File: config.mk
export PLATFORM = sky130hd
export DESIGN_NAME = dmem_port_arbiter_flat
export DESIGN_NICKNAME = d
export VERILOG_FILES = /design/src/rtl/dmem_port_arbiter_pkg.sv /design/src/rtl/dmem_port_arbiter_if.sv /design/src/rtl/dmem_port_arbiter_arb_pick.sv /design/src/rtl/dmem_port_arbiter.sv /design/src/flat_wrapper.sv
export SDC_FILE = /design/constraint.sdc
export NUM_CORES = 1
export LEC_CHECK = 0
export CAP_MARGIN = 5
export CORE_AREA = 2 2 118 120
export DETAILED_ROUTE_END_ITERATION = 10
export DIE_AREA = 0 0 120 122
export PLACE_DENSITY = 0.52
export SYNTH_ARGS = -nofsm -noshare
export SYNTH_HDL_FRONTEND = slang
export SYNTH_SLANG_ARGS = --single-unit
File: constraint.sdc
create_clock -name clk -period 2.27 [get_ports clk]
set_input_delay 0.5675 -clock clk [delete_from_list [all_inputs] [get_ports clk]]
set_output_delay 0.5675 -clock clk [all_outputs]
set_load 0.05 [all_outputs]
File: src/rtl/dmem_port_arbiter_pkg.sv
// dmem_port_arbiter_pkg: shared FSM state, owner encoding and counter width for the dmem port arbiter
package dmem_port_arbiter_pkg;
    typedef enum logic {IDLE, BUSY} arb_state_t;
    typedef logic owner_t;
    localparam owner_t OWNER_CORE = 1'b0;
    localparam owner_t OWNER_EXT  = 1'b1;
    localparam int CNT_W = 4;
endpackage

File: src/rtl/dmem_port_arbiter_if.sv
// dmem_port_arbiter_if: bundle of both requester ports (m0 core, m1 external) and the dmem command/response port
// slave modport = arbiter view (requests in, grants/responses out, memory command out, mem_rdata in)
// master modport = environment view (the mirror image)
interface dmem_port_arbiter_if #(
    parameter int ADDR_W = 32,
    parameter int DATA_W = 32
);
    logic              m0_req, m0_we, m0_gnt, m0_rvalid;
    logic [ADDR_W-1:0] m0_addr;
    logic [DATA_W-1:0] m0_wdata, m0_rdata;
    logic              m1_req, m1_we, m1_gnt, m1_rvalid;
    logic [ADDR_W-1:0] m1_addr;
    logic [DATA_W-1:0] m1_wdata, m1_rdata;
    logic              mem_en, mem_we;
    logic [ADDR_W-1:0] mem_addr;
    logic [DATA_W-1:0] mem_wdata, mem_rdata;
    modport slave (
        input  m0_req, m0_we, m0_addr, m0_wdata, m1_req, m1_we, m1_addr, m1_wdata, mem_rdata,
        output m0_gnt, m0_rvalid, m0_rdata, m1_gnt, m1_rvalid, m1_rdata,
        output mem_en, mem_we, mem_addr, mem_wdata
    );
    modport master (
        output m0_req, m0_we, m0_addr, m0_wdata, m1_req, m1_we, m1_addr, m1_wdata, mem_rdata,
        input  m0_gnt, m0_rvalid, m0_rdata, m1_gnt, m1_rvalid, m1_rdata,
        input  mem_en, mem_we, mem_addr, mem_wdata
    );
endinterface

File: src/rtl/dmem_port_arbiter_arb_pick.sv
// dmem_port_arbiter_arb_pick: combinational winner select between two requesters
// ports: req0_i/req1_i requests, last_owner_i (round-robin build only), valid_o any request, winner_o chosen owner
// DMEM_ARB_ROUND_ROBIN_EN selects round-robin; otherwise fixed priority with m0 always winning
module dmem_port_arbiter_arb_pick
    import dmem_port_arbiter_pkg::*;
(
    input  logic   req0_i,
    input  logic   req1_i,
`ifdef DMEM_ARB_ROUND_ROBIN_EN
    input  owner_t last_owner_i,
`endif
    output logic   valid_o,
    output owner_t winner_o
);
    assign valid_o = req0_i | req1_i;
`ifdef DMEM_ARB_ROUND_ROBIN_EN
    // on contention the master that did not win last time goes first
    assign winner_o = (req0_i && req1_i) ? ~last_owner_i : (req1_i ? OWNER_EXT : OWNER_CORE);
`else
    assign winner_o = req0_i ? OWNER_CORE : OWNER_EXT;
`endif
endmodule

File: src/rtl/dmem_port_arbiter.sv
// dmem_port_arbiter: shares one fixed-latency data-memory port between the core (m0) and an external master (m1)
// ports: clk, rst (async, active-high), bus (dmem_port_arbiter_if.slave: both requester ports and the dmem port)
// optional macro DMEM_ARB_ROUND_ROBIN_EN: round-robin arbitration instead of fixed m0 priority
module dmem_port_arbiter
    import dmem_port_arbiter_pkg::*;
#(
    parameter int ADDR_W      = 32,
    parameter int DATA_W      = 32,
    parameter int MEM_LATENCY = 1
) (
    input logic clk,
    input logic rst,
    dmem_port_arbiter_if.slave bus
);
    if (MEM_LATENCY < 1 || MEM_LATENCY > 15) begin : g_bad_latency
        $error("dmem_port_arbiter: MEM_LATENCY must be within 1..15");
    end

    arb_state_t        state_q, state_d;
    logic [CNT_W-1:0]  cnt_q, cnt_d;
    owner_t            owner_q, owner_d, winner;
    logic              we_q, we_d, pick_valid, resp, issue, sel_we;
    logic [ADDR_W-1:0] sel_addr;
    logic [DATA_W-1:0] sel_wdata;
`ifdef DMEM_ARB_ROUND_ROBIN_EN
    owner_t            last_owner_q, last_owner_d;
`endif

    dmem_port_arbiter_arb_pick u_pick (
        .req0_i      (bus.m0_req),
        .req1_i      (bus.m1_req),
`ifdef DMEM_ARB_ROUND_ROBIN_EN
        .last_owner_i(last_owner_q),
`endif
        .valid_o     (pick_valid),
        .winner_o    (winner)
    );

    // response cycle is the last count; a new command may be issued in that same cycle
    assign resp  = state_q == BUSY && cnt_q == CNT_W'(1);
    // rst gates the grant path so all outputs read 0 while reset is held
    assign issue = !rst && pick_valid && (state_q == IDLE || resp);

    assign sel_we    = winner == OWNER_EXT ? bus.m1_we    : bus.m0_we;
    assign sel_addr  = winner == OWNER_EXT ? bus.m1_addr  : bus.m0_addr;
    assign sel_wdata = winner == OWNER_EXT ? bus.m1_wdata : bus.m0_wdata;

    assign bus.mem_en    = issue;
    assign bus.mem_we    = issue & sel_we;
    assign bus.mem_addr  = issue ? sel_addr : '0;
    assign bus.mem_wdata = issue ? sel_wdata : '0;
    assign bus.m0_gnt    = issue && winner == OWNER_CORE;
    assign bus.m1_gnt    = issue && winner == OWNER_EXT;
    assign bus.m0_rvalid = resp && owner_q == OWNER_CORE;
    assign bus.m1_rvalid = resp && owner_q == OWNER_EXT;
    assign bus.m0_rdata  = (bus.m0_rvalid && !we_q) ? bus.mem_rdata : '0;
    assign bus.m1_rdata  = (bus.m1_rvalid && !we_q) ? bus.mem_rdata : '0;

    always_comb begin
        state_d = issue ? BUSY : (resp ? IDLE : state_q);
        cnt_d   = issue ? CNT_W'(MEM_LATENCY) : (state_q == BUSY ? cnt_q - 1'b1 : cnt_q);
        owner_d = issue ? winner : owner_q;
        we_d    = issue ? sel_we : we_q;
`ifdef DMEM_ARB_ROUND_ROBIN_EN
        last_owner_d = issue ? winner : last_owner_q;
`endif
    end

    always_ff @(posedge clk or posedge rst) begin
        if (rst) begin
            state_q <= IDLE;
            cnt_q   <= '0;
            owner_q <= OWNER_CORE;
            we_q    <= 1'b0;
`ifdef DMEM_ARB_ROUND_ROBIN_EN
            last_owner_q <= OWNER_EXT;
`endif
        end else begin
            state_q <= state_d;
            cnt_q   <= cnt_d;
            owner_q <= owner_d;
            we_q    <= we_d;
`ifdef DMEM_ARB_ROUND_ROBIN_EN
            last_owner_q <= last_owner_d;
`endif
        end
    end
endmodule
File: src/flat_wrapper.sv
// flat-port wrapper written by rule: the top's interface ports become plain ports
module dmem_port_arbiter_flat import dmem_port_arbiter_pkg::*;
#(
    parameter int ADDR_W      = 32,
    parameter int DATA_W      = 32,
    parameter int MEM_LATENCY = 1
)
  (clk, rst, bus_m0_req, bus_m0_we, bus_m0_addr, bus_m0_wdata, bus_m1_req, bus_m1_we, bus_m1_addr, bus_m1_wdata, bus_mem_rdata, bus_m0_gnt, bus_m0_rvalid, bus_m0_rdata, bus_m1_gnt, bus_m1_rvalid, bus_m1_rdata, bus_mem_en, bus_mem_we, bus_mem_addr, bus_mem_wdata);
  dmem_port_arbiter_if #(.ADDR_W(ADDR_W), .DATA_W(DATA_W)) bus_i ();
  input logic clk;
  input logic rst;
  input wire logic [$bits(bus_i.m0_req)-1:0] bus_m0_req;
  input wire logic [$bits(bus_i.m0_we)-1:0] bus_m0_we;
  input wire logic [$bits(bus_i.m0_addr)-1:0] bus_m0_addr;
  input wire logic [$bits(bus_i.m0_wdata)-1:0] bus_m0_wdata;
  input wire logic [$bits(bus_i.m1_req)-1:0] bus_m1_req;
  input wire logic [$bits(bus_i.m1_we)-1:0] bus_m1_we;
  input wire logic [$bits(bus_i.m1_addr)-1:0] bus_m1_addr;
  input wire logic [$bits(bus_i.m1_wdata)-1:0] bus_m1_wdata;
  input wire logic [$bits(bus_i.mem_rdata)-1:0] bus_mem_rdata;
  output wire logic [$bits(bus_i.m0_gnt)-1:0] bus_m0_gnt;
  output wire logic [$bits(bus_i.m0_rvalid)-1:0] bus_m0_rvalid;
  output wire logic [$bits(bus_i.m0_rdata)-1:0] bus_m0_rdata;
  output wire logic [$bits(bus_i.m1_gnt)-1:0] bus_m1_gnt;
  output wire logic [$bits(bus_i.m1_rvalid)-1:0] bus_m1_rvalid;
  output wire logic [$bits(bus_i.m1_rdata)-1:0] bus_m1_rdata;
  output wire logic [$bits(bus_i.mem_en)-1:0] bus_mem_en;
  output wire logic [$bits(bus_i.mem_we)-1:0] bus_mem_we;
  output wire logic [$bits(bus_i.mem_addr)-1:0] bus_mem_addr;
  output wire logic [$bits(bus_i.mem_wdata)-1:0] bus_mem_wdata;
  assign bus_i.m0_req = bus_m0_req;
  assign bus_i.m0_we = bus_m0_we;
  assign bus_i.m0_addr = bus_m0_addr;
  assign bus_i.m0_wdata = bus_m0_wdata;
  assign bus_i.m1_req = bus_m1_req;
  assign bus_i.m1_we = bus_m1_we;
  assign bus_i.m1_addr = bus_m1_addr;
  assign bus_i.m1_wdata = bus_m1_wdata;
  assign bus_i.mem_rdata = bus_mem_rdata;
  assign bus_m0_gnt = bus_i.m0_gnt;
  assign bus_m0_rvalid = bus_i.m0_rvalid;
  assign bus_m0_rdata = bus_i.m0_rdata;
  assign bus_m1_gnt = bus_i.m1_gnt;
  assign bus_m1_rvalid = bus_i.m1_rvalid;
  assign bus_m1_rdata = bus_i.m1_rdata;
  assign bus_mem_en = bus_i.mem_en;
  assign bus_mem_we = bus_i.mem_we;
  assign bus_mem_addr = bus_i.mem_addr;
  assign bus_mem_wdata = bus_i.mem_wdata;
  dmem_port_arbiter #(.ADDR_W(ADDR_W), .DATA_W(DATA_W), .MEM_LATENCY(MEM_LATENCY)) u_core (.clk(clk), .rst(rst), .bus(bus_i));
endmodule
== Yosys cells after proc, flatten, opt, wreduce, memory -nomap -nowiden ==
Cells that the tools add are included.

* Logic and storage cells: 36
* Output and inout port bits: 134
* Register bits after elaboration: 7

* Multiplexer cells: 12
* Add/sub/neg operators: 1
* Bitwise operators: 4
* Reductions and logical operators: 14
* Eq/ne operators: 1

{| class="wikitable"
|+ Operator list
! kind !! number
|-
| two-way mux 32 bit || 6
|-
| logical AND 1 bit || 9
|-
| two-way mux 4 bit || 2
|-
| equality test 4 x 1 -> 1 bit, second input constant || 1
|-
| two-way mux 1 bit || 4
|-
| nonzero test 2 bit || 2
|-
| subtractor 4 x 1 -> 4 bit, second input constant || 1
|-
| zero test 1 bit || 2
|-
| inverter 1 bit || 2
|-
| bitwise AND 1 bit || 1
|-
| logical OR 1 bit || 1
|-
| bitwise OR 1 bit || 1
|}

== Logic depth before layout (Yosys ltp) ==
* Depth in word-level cells: 5
* Mapped depth: 7
* Mapped depth without buffers: 6

== Cells and area by module ==
A second synthesis with hierarchy kept.

* Cells, all modules: 257
* Area, all modules: 1,799.2 sq um

{| class="wikitable"
|+ Modules (own cells, without submodules)
! module !! sequential area each (sq um) !! area an instance (sq um) !! cells an instance !! instances
|-
| dmem_port_arbiter || 175.2 || 1,789.2 || 255 || 1
|-
| dmem_port_arbiter_arb_pick || 0.0 || 10.0 || 2 || 1
|}

== Worst setup path after synthesis ==
Ideal clock, no wire load.

* Kind: flip-flop to output port
* Start: register u_core.cnt_q[1]
* End: output port bus_mem_addr[10]
* Path buffers: 2
* Setup slack: -0.454 ns
* Arrival: 2.157 ns
* Stages on the path, launching flop included: 8
* Required time: 1.702 ns
* Cell sequence: dfrtp_1 > inv_1 > ha_1 > or3b_1 > a21o_1 > buf_2 > buf_2 > nor2_1

* Longest elaborated chain between the ends: 5

{| class="wikitable"
|+ RTL lines
! item !! RTL line !! source
|-
| from (decl) || dmem_port_arbiter.sv:20 || <nowiki>logic [CNT_W-1:0] cnt_q, cnt_d;</nowiki>
|-
| from (signal assigned) || dmem_port_arbiter.sv:80 || <nowiki>cnt_q <= cnt_d;</nowiki>
|-
| equality test 4 x 1 -> 1 bit || dmem_port_arbiter.sv:40 || <nowiki>assign resp = state_q == BUSY && cnt_q == CNT_W'(1);</nowiki>
|-
| logical AND 1 bit || dmem_port_arbiter.sv:40 ||
|-
| logical OR 1 bit || dmem_port_arbiter.sv:42 || <nowiki>assign issue = !rst && pick_valid && (state_q == IDLE || resp);</nowiki>
|-
| logical AND 1 bit || dmem_port_arbiter.sv:42 ||
|-
| two-way mux 32 bit || dmem_port_arbiter.sv:50 || <nowiki>assign bus.mem_addr = issue ? sel_addr : '0;</nowiki>
|-
| to (decl) || flat_wrapper.sv:29 || <nowiki>output wire logic [$bits(bus_i.mem_addr)-1:0] bus_mem_addr;</nowiki>
|}

Every way passes these cells.

== Worst setup path after layout ==
* Start: register u_core.cnt_q[1]
* End: output port bus_mem_addr[31]

The elaborated chain is that of the path after synthesis.

==> results_tabular.tex <==
\begin{tabular}{lr}
\hline
Metric & Value \\
\hline
\multicolumn{2}{l}{\textbf{Power}} \\
\quad Internal power & 2.23 mW \\
\quad Power Total & 4.39 mW \\
\quad Leakage power total & 3.01 nW \\
\quad Total power divided by cell area & 598 nW/um2 \\
\quad Sequential share of power & 5.7\% \\
\quad Maximum vdd drop & 0.336 mV \\
\quad Share of total power in combinational logic & 87.4\% \\
\quad Clock power share & 6.9\% \\
\quad Net Sw Power & 2.16 mW \\
\quad Switching power as a share of total power & 49.2\% \\
\multicolumn{2}{l}{\textbf{Clock network}} \\
\quad Max Buffers Root-to-Sink & 2 \\
\quad Clock network latency to the later pin of the worst-skew pair & 0.23 ns \\
\quad Number of clock sinks & 7 \\
\quad Clk slew on worst S/H paths & 0.04 ns \\
\quad Clock root cell & sky130\_fd\_sc\_hd\_\_clkbuf\_16 \\
\quad Number of buffers added to fix hold violations after cts & 0 \\
\quad CTS H-tree lvls & 1 \\
\quad Num CTS Buffers & 3 \\
\quad TritonCTS clock tree & built \\
\multicolumn{2}{l}{\textbf{Floorplanning}} \\
\quad Effective utilization at floorplan & 13.2\% \\
\quad Height of the die & 122 um \\
\quad Die X & 120 um \\
\quad Area of the core region & 13500 um2 \\
\quad I/O Pins & 300 \\
\quad Standard-cell rows & 43 \\
\quad Die outline area & 14600 um2 \\
\multicolumn{2}{l}{\textbf{Timing}} \\
\quad Number of hold violations in the final report & 0 \\
\quad Total Negative Setup Slacks & -27.06 ns \\
\quad Setup violations, final & 133 \\
\quad Final hold slack & 0.521 ns \\
\quad Worst clock skew & 0.00113 ns \\
\quad Setup repair after global routing missed its margin & yes \\
\quad Final worst path period need & 2.56 ns \\
\quad Upper clock frequency limit & 391 MHz \\
\quad Final count of pins violating max slew & 0 \\
\quad Slack of the critical path & -0.287 ns \\
\quad Period utilization & 113\% \\
\quad Slew @ Worst Pin & 0.334 ns \\
\quad Worst-case headroom to the max-slew limit & 77.1\% \\
\multicolumn{2}{l}{\textbf{Critical path}} \\
\quad Cells along the critical path & inv\_2, ha\_4, or3b\_4, a21o\_4, buf\_12, nor2\_4, buf\_12 \\
\quad Largest stage delay, worst path & 0.39 ns \\
\quad CP bufs+invs & 3 \\
\quad Startpoint kind of the worst setup timing path & flop \\
\quad Peak fanout along the critical path & 20 \\
\quad Cell occurring most often along the worst timing path & sky130\_fd\_sc\_hd\_\_buf\_12 \\
\quad Cell type group with the largest total delay on the critical path & simple AND/OR/NAND/NOR gates \\
\quad Path length in cells of the critical path & 7 \\
\quad Critical path required time & 1.70 ns \\
\quad Arrival @ worst endpoint & 1.99 ns \\
\quad Crit path capture type & primary output \\
\quad Number of cells on the worst reg-to-reg path & 9 \\
\quad Critical path class & reg -> out \\
\quad Slowest-stage cell, CP & sky130\_fd\_sc\_hd\_\_dfrtp\_1 \\
\multicolumn{2}{l}{\textbf{Final layout}} \\
\quad Number of fillers in the final layout & 1194 \\
\quad Net count, final & 748 \\
\quad Layout Utilization & 54.3\% \\
\quad Combined area of the multi-input logic cells & 2230 um2 \\
\quad Total area of sequential cells & 175 um2 \\
\quad Layout cells sized above 1 & 55.3\% \\
\quad Post-route non-filler standard cell count & 759 \\
\quad Area Overhead vs Synth & 311\% \\
\quad \# diodes & 0 \\
\multicolumn{2}{l}{\textbf{Route}} \\
\quad Vias per Instance & 4.04 \\
\quad Number of routed nets with antenna violations & 0 \\
\quad DRC errors left & 0 \\
\quad First DRT Iteration DRCs & 45 \\
\quad Wire length after detailed routing & 11800 um \\
\quad Number of optimization iterations in the first detailed-route pass & 3 \\
\quad Routed wire length per instance & 15.5 um \\
\quad Routed via count & 3063 \\
\multicolumn{2}{l}{\textbf{Synth}} \\
\quad Dominant cells by area after synthesis & sky130\_fd\_sc\_hd\_\_mux2i\_1, sky130\_fd\_sc\_hd\_\_and2\_1, sky130\_fd\_sc\_hd\_\_nor2\_1 \\
\quad Yosys synthesis warning count & 0 \\
\quad Avg Inst Size Synth & 6.95 um2 \\
\quad Flip-flop and latch count after synthesis & 7 \\
\quad Post-synth net total & 425 \\
\quad Mapped Cells & 257 \\
\quad Area share of the largest cell type after synthesis & 37.6\% \\
\quad Post-synthesis sequential area ratio & 9.81\% \\
\quad Library cell with the largest summed area after synthesis & sky130\_fd\_sc\_hd\_\_mux2i\_1 \\
\quad Yosys cell types & 21 \\
\quad Netlist Area Pre-Place & 1790 um2 \\
\multicolumn{2}{l}{\textbf{Hold path}} \\
\quad Number of cells on the worst hold path & 2 \\
\quad Worst hold-check path type & reg -> reg \\
\multicolumn{2}{l}{\textbf{Placed design}} \\
\quad Placed Cells & 738 \\
\quad Port bufs & 299 \\
\quad RD Place Congestion & 0.786 \\
\quad Final HPWL from detailed placement & 9930 um \\
\multicolumn{2}{l}{\textbf{Status}} \\
\quad Violations in the final reports & negative setup slack \\
\quad Run status & finished, violations left \\
\multicolumn{2}{l}{\textbf{Global routing}} \\
\quad Final global-route overflow total & 0 \\
\quad Global-route total usage across every layer & 14.6\% \\
\quad Largest net degree at the start of global routing & 33 \\
\quad Antenna violations before repair & 0 \\
\quad Via count of the first global-routing pass & 3184 \\
\quad Global-route wire length before repair & 16600 um \\
\multicolumn{2}{l}{\textbf{Job}} \\
\quad Number of maximum-capacitance constraint violations & 0 \\
\hline
\end{tabular}
state kept, by name, indices dropped and copies added, names as in the netlist:
name and cells:
u_core.cnt_q 4, u_core.owner_q 1, u_core.state_q 1, u_core.we_q 1
power by group through the flow:
stage	Clock [mW]	Sequential, mW	Combinational (mW)
4_1_cts	0.308	0.247	3.80
2_1_floorplan	0	0.240	1.91
3_5_place_dp	0	0.238	3.42
6_report	0.304	0.249	3.84
3_3_place_gp	0	0.235	3.38
5_1_grt	0.317	0.259	4.00
path summary, 6_finish.rpt:
check	start	slack [ns]	end
setup reg to reg	u_core.cnt_q[1]$_DFFE_PP0P_	0.36	u_core.we_q$_DFFE_PP0P_
max in group asynchronous	rst	1.45	u_core.cnt_q[2]$_DFFE_PP0P_
setup / recovery	u_core.cnt_q[1]$_DFFE_PP0P_	-0.29	bus_mem_addr[31]
min in group asynchronous	rst	0.60	u_core.cnt_q[3]$_DFFE_PP0P_
hold / removal	u_core.we_q$_DFFE_PP0P_	0.52	u_core.we_q$_DFFE_PP0P_
hold reg to reg	u_core.we_q$_DFFE_PP0P_	0.52	u_core.we_q$_DFFE_PP0P_
final cells by class:
type,count,area share (%)
Clock buffer,4,1.07
Tap cell,180,3.07
Sequential cell,7,2.39
Inverter,7,0.426
Timing Repair Buffer,340,62.7
Multi-Input combinational cell,221,30.4
worst reg2reg max path, stage by stage, from the launching register on:
cell and delay [ns]:
sky130_fd_sc_hd__dfrtp_1 0.39, sky130_fd_sc_hd__inv_2 0.08, sky130_fd_sc_hd__ha_4 0.13, sky130_fd_sc_hd__or3b_4 0.38
sky130_fd_sc_hd__a21o_4 0.27, sky130_fd_sc_hd__buf_6 0.13, sky130_fd_sc_hd__clkinv_4 0.05, sky130_fd_sc_hd__buf_4 0.11
sky130_fd_sc_hd__buf_4 0.13, sky130_fd_sc_hd__mux2i_1 0.17
cells in the final DEF (no fill, tap or decap), types with 2 or more instances in the layout:
cell                              instances
sky130_fd_sc_hd__and2_4                  65
sky130_fd_sc_hd__buf_12                 108
sky130_fd_sc_hd__buf_16                   2
sky130_fd_sc_hd__buf_4                   17
sky130_fd_sc_hd__buf_6                   41
sky130_fd_sc_hd__buf_8                    5
sky130_fd_sc_hd__clkbuf_16                6
sky130_fd_sc_hd__clkdlybuf4s50_1        164
sky130_fd_sc_hd__dfrtp_1                  7
sky130_fd_sc_hd__inv_1                    5
sky130_fd_sc_hd__mux2i_1                 67
sky130_fd_sc_hd__nand2_1                  4
sky130_fd_sc_hd__nor2_1                   3
sky130_fd_sc_hd__nor2_4                  66
sky130_fd_sc_hd__nor4_4                   4
sky130_fd_sc_hd__xnor2_1                  2
timing repair:
item	in CTS	in global routing
gates resized for setup	119	12
gates cloned	3	4
endpoints found under the setup margin	134	134
pin swaps	21	25
setup buffers	10	2
Yosys cell counts (all sizes together):
library cell,number
nor2,69
mux2i,67
and2,65
clkbuf,14
buf,8
dfrtp,7
inv,6
nand2,4
nor4,4
ha,2
nand2b,2
xnor2,2
a211oi,1
a21o,1
clkinv,1
nor4b,1
o21bai,1
or3b,1
xor2,1
cell families after synthesis:
| logic type | after synthesis | synth area share (%) |
|---|---|---|
| flip-flops | 7 | 9.81 |
| adder cells (fa/ha/maj) | 2 | 1.40 |
| AND/OR/NAND/NOR | 146 | 41.9 |
| AO/OA/AOI/OAI | 3 | 1.26 |
| buffers and inverters | 29 | 6.59 |
| XOR/XNOR | 3 | 1.47 |
| multiplexers | 67 | 37.6 |
through the flow:
| step | worst slack (ns) | area, um2 |
|---|---|---|
| floorplan | -0.452 | 2360 |
| global placement | -0.246 | 6590 |
| detailed placement | -0.255 | 6590 |
| CTS | -0.293 | 7230 |
| global route | -0.347 | 7340 |
| finish | -0.287 | 7340 |
metal layers:
| metal | GRT usage (%) | share of wire [%] |
|---|---|---|
| met4 | 2.87 | 1.0 |
| met3 | 5.01 | 10 |
| met2 | 30.0 | 57 |
| met1 | 13.8 | 32 |
| met5 | 0 | 0 |
(Power assumes the default switching activity.)
